===== src/rtl/clock_manager.sv =====
// PLL lock qualifier and reset sequencer with NUM_CH fractional-rate NCO tick generators.
// Downstream logic is held in reset until the resynchronised lock has been stable for LOCK_CYCLES.
module clock_manager #(
  parameter int NUM_CH      = 2,
  parameter int ACC_W       = 24,
  parameter int LOCK_CYCLES = 1024
) (
  input  logic                    clock_in,
  input  logic                    reset,
  input  logic                    pll_locked,
  input  logic [NUM_CH*ACC_W-1:0] inc,
  input  logic                    clr_lost,
  output logic                    sys_reset,
  output logic                    ready,
  output logic [NUM_CH-1:0]       tick,
  output logic                    lock_lost
);

  localparam int CNT_W = $clog2(LOCK_CYCLES);
  localparam logic [CNT_W-1:0] CNT_LAST = CNT_W'(LOCK_CYCLES - 1);

  // RUN owns a dedicated state bit so ready/sys_reset come straight off one flop.
  localparam int RUN_BIT = 2;

  typedef enum logic [2:0] {
    S_WAIT_LOCK = 3'b000,
    S_QUALIFY   = 3'b001,
    S_LOST      = 3'b010,
    S_RUN       = 3'b100
  } state_e;

  state_e             state_q, state_d;
  logic [CNT_W-1:0]   qual_cnt_q, qual_cnt_d;
  logic               meta_q, lock_s_q;
  logic               lock_lost_q, lock_lost_d;
  logic               nco_run;
  logic [ACC_W-1:0]   acc_q [NUM_CH];
  logic [ACC_W-1:0]   acc_d [NUM_CH];
  logic [ACC_W:0]     sum   [NUM_CH];
  logic [NUM_CH-1:0]  tick_q, tick_d;

  always_ff @(posedge clock_in) begin
    if (reset) begin
      meta_q   <= 1'b0;
      lock_s_q <= 1'b0;
    end else begin
      meta_q   <= pll_locked;
      lock_s_q <= meta_q;
    end
  end

  always_ff @(posedge clock_in) begin
    if (reset) begin
      state_q    <= S_WAIT_LOCK;
      qual_cnt_q <= '0;
    end else begin
      state_q    <= state_d;
      qual_cnt_q <= qual_cnt_d;
    end
  end

  always_comb begin
    state_d    = state_q;
    qual_cnt_d = qual_cnt_q;
    case (state_q)
      S_WAIT_LOCK: begin
        if (lock_s_q) begin
          state_d    = S_QUALIFY;
          qual_cnt_d = '0;
        end
      end
      S_QUALIFY: begin
        if (!lock_s_q) begin
          state_d    = S_WAIT_LOCK;
          qual_cnt_d = '0;
        end else if (qual_cnt_q == CNT_LAST) begin
          state_d = S_RUN;
        end else begin
          qual_cnt_d = qual_cnt_q + 1'b1;
        end
      end
      S_RUN: begin
        if (!lock_s_q) state_d = S_LOST;
      end
      S_LOST:  state_d = S_WAIT_LOCK;
      default: state_d = S_WAIT_LOCK;
    endcase
  end

  always_comb begin
    ready     = state_q[RUN_BIT];
    sys_reset = !state_q[RUN_BIT];
  end

  // A new loss dominates a coincident clear request.
  always_comb begin
    if ((state_q == S_RUN) && (state_d == S_LOST)) lock_lost_d = 1'b1;
    else if (clr_lost)                             lock_lost_d = 1'b0;
    else                                           lock_lost_d = lock_lost_q;
  end

  always_ff @(posedge clock_in) begin
    if (reset) lock_lost_q <= 1'b0;
    else       lock_lost_q <= lock_lost_d;
  end

  // Accumulate only while staying in RUN, so the loss edge already clears acc and tick.
  assign nco_run = (state_q == S_RUN) && (state_d == S_RUN);

  always_comb begin
    for (int i = 0; i < NUM_CH; i++) begin
      sum[i] = {1'b0, acc_q[i]} + {1'b0, inc[i*ACC_W +: ACC_W]};
      if (nco_run) begin
        acc_d[i]  = sum[i][ACC_W-1:0];
        tick_d[i] = sum[i][ACC_W];
      end else begin
        acc_d[i]  = '0;
        tick_d[i] = 1'b0;
      end
    end
  end

  always_ff @(posedge clock_in) begin
    if (reset) begin
      for (int i = 0; i < NUM_CH; i++) acc_q[i] <= '0;
      tick_q <= '0;
    end else begin
      for (int i = 0; i < NUM_CH; i++) acc_q[i] <= acc_d[i];
      tick_q <= tick_d;
    end
  end

  assign tick      = tick_q;
  assign lock_lost = lock_lost_q;

endmodule


===== config.mk =====
export PLATFORM = sky130hd
export DESIGN_NAME = clock_manager
export DESIGN_NICKNAME = d
export VERILOG_FILES = /design/src/rtl/clock_manager.sv
export SDC_FILE = /design/constraint.sdc
export NUM_CORES = 1
export LEC_CHECK = 0
export ABC_AREA = 1
export CELL_PAD_IN_SITES_DETAIL_PLACEMENT = 0
export CELL_PAD_IN_SITES_GLOBAL_PLACEMENT = 1
export CORE_MARGIN = 5
export CORE_UTILIZATION = 40
export DETAILED_ROUTE_END_ITERATION = 12
export PLACE_DENSITY_LB_ADDON = 0.1
export SYNTH_ARGS = -nofsm -noshare
export SYNTH_HDL_FRONTEND = slang
export SYNTH_SLANG_ARGS = --single-unit

===== constraint.sdc =====
create_clock -name clock_in -period 2.25 [get_ports clock_in]
set_input_delay 0.3375 -clock clock_in [delete_from_list [all_inputs] [get_ports clock_in]]
set_output_delay 0.3375 -clock clock_in [all_outputs]
set_load 0.1 [all_outputs]

==> qor.csv <==
metric;value;unit
cts.reportedPaths.clkPinSlew;60;ps
syn-cell-area;5750;sq um
critPathKind;in -> reg;
synth_edf_count;0;
synth_top_family_by_area;simple AND/OR/NAND/NOR gates;
required;2520;ps
wire_per_inst;12.0;um
syn_nets;1082;
wl;15000;um
crit_path_end_kind;flip-flop;
layout-drive-gt1-share;9.67;%
synthSimpleGateAreaFrac;44.2;%
cts_setup_buffers;0;
drc;0;
reg2regPathDepth;8;
start_util;41.1;%
clock_sinks;66;
ys_ff_latch;66;
yosysTopAreaCell;nand2_1;
worstMarginPinSlew;433;ps
num-nets-final;1173;
synth_fa_ha_area_share;11.4;%
yosysUniqueCellTypes;37;
portBuffers;56;
drv_cap;0;
synth-compound-area-share;8.12;%
critPathMaxFanout;4;
grt_overflow;0;
power_density;456;nW/um^2
synth_top_area_share;23.9;%
antenna_found_initial;0;
synthToLayoutAreaGrowth;22.5;%
synthCells;979;
hpwl;12500;um
ant_nets;0;
hold_end;lock_s_q;
r2r_setup_slack;390;ps
synth-main-ff-cell;dfxtp_1;
hold_class;reg -> reg;
synth_area_per_cell;5.87;sq um
report.final.slew_viol_count;0;
synth_commonest_cells;366 x nand2_1, 184 x inv_1, 110 x nor2_1, 66 x dfxtp_1, 57 x nand3_1;
grt_pass1_wl;25400;um
vias_per_cell;4.54;
synth-xor-area-share;0.152;%
r2r-start;acc_q[0][24];
final_cells;1255;
finalCritPeriodShare;88.5;%
tritoncts.num_buffers;9;
hp-start;meta_q;
place_inst;1239;
fin_util;50.4;%
n_antenna_cell;0;
gr-usage-met3;3.27;%
synthTopCellsByArea;nand2_1 24%, dfxtp_1 23%, inv_1 12%;
grt.total_usage;18.8;%
rows;43;
drt_iter0_markers;261;
fin_worst_skew;4.30;ps
grt_pass1_vias;5558;
htreeDepth;3;
peakVddDrop;0.000456;V
startpoint;inc[24];
core;14000;sq um
stdcell_area;7050;sq um
cp-start-kind;input port;
ys_async_sr_fraction;0;%
fin_tns_setup;0;ps
status;finished, final reports clean;
hold_viol_final;0;
setup_violations;0;
hold_buffers;0;
cts_root_buf;clkbuf_16;
grt_start_max_net_pins;26;
holdPathStages;2;
rr_endpoint;acc_q[0][32];
dpl-instance-area;6690;sq um
cts_buffer_depth;2;
clock_latency;340;ps
post_cts_resized;0;
yosysMostFrequentCell;nand2_1;
globalplace.congestion;0.846;
cp.arrival;2260;ps
io-pin-count;57;
first_pass_iters;4;
dieArea;16900;sq um
min_period;1990;ps
fmax;0.502;GHz
die_x;130;um
die_h;130;um
vias;5693;
grt_use_met1;24.7;%
leakage;0.00382;uW
yosys_warnings;0;
synthMuxAreaShare;0;%
fin_total_pwr;3210;uW
ys_seq_area_share;23.0;%
rsz0062_at_grt;no;
top_usage_layer;met2;
cts_tree;built;
use_met2;32.2;%
maxSlewHeadroom;71.2;%
## worst max-delay path by stage
stage	endpoint	slack, ps	depth (start not counted)
after global placement	acc_q[0][32]	-60	9
after detailed placement	acc_q[0][32]	-80	9
after global routing	acc_q[0][32]	150	9
after floorplan	acc_q[0][30]	320	7
final	acc_q[0][32]	260	9
after CTS	acc_q[0][32]	260	9
## worst max-delay path, cell delays in order
cell	delay (ps)
clkdlybuf4s50_1	400
ha_1	220
fa_1	410
nand2_1	100
nand3_1	90
nand2_1	180
o21bai_2	120
or2_2	290
a21oi_2	110
## registers in the layout, summed over array words and instances (netlist names)
signal and flops:
acc_q 48, qual_cnt_q 10, state_q 3, tick 2, lock_lost 1, lock_s_q 1, meta_q 1
## routing by layer
metal | wire [um] | up-vias
li1 | - | 3190
met1 | 7400 | 2429
met2 | 6930 | 63
met3 | 500 | 11
met4 | 182 | 0
met5 | 0 | -
## metrics by stage
stage | worst slack, ps | hold WS [ps]
2_1_floorplan | 324 | 388
3_3_place_gp | -62.1 | 394
3_5_place_dp | -78.3 | 401
4_1_cts | 261 | 410
5_1_grt | 153 | 427
6_report | 260 | 405
## cell families after synthesis
logic type / Yosys count
buf+inv: 192
fa+ha+maj: 51
simple gates: 595
flops: 66
xor+xnor: 1
compound gates: 74
## cell usage in the layout (no fill, tap or decap), types with 2 or more instances in the layout
cell,count
fa_1,2
a21oi_1,40
inv_1,184
nand3_1,57
o21bai_2,2
clkinvlp_4,2
or2_2,9
ha_1,49
a21oi_2,16
clkbuf_16,9
nand3b_1,3
and2_1,4
o21bai_1,2
o21ai_0,6
nand4_1,15
clkdlybuf4s50_1,51
dfxtp_1,65
nand2_2,6
nand2_4,3
nor3_2,2
bufinv_16,3
nor2_2,4
a21o_1,5
nor3b_1,4
nor3_1,2
nand3_2,4
nor2_1,110
nor3_4,2
or2_1,2
nand2_1,366
buf_4,35
## final cells by class
class | instances | area (sq um)
clock inverters | 6 | 114
inverters | 186 | 701
repair buffers | 86 | 773
multi-input cells | 721 | 3670
flip-flops and latches | 66 | 1320
well taps | 180 | 225
clock buffers | 10 | 239
fillers | 1553 | 6940
## report_power, final
group	leakage (uW)	internal [uW]	switching [uW]
Sequential	0.000533	1170	5.29
Clock	0.000165	1110	580
Combinational	0.00312	160	178
Total	0.00382	2450	763
No activity file was read; power rests on OpenSTA's default activity.
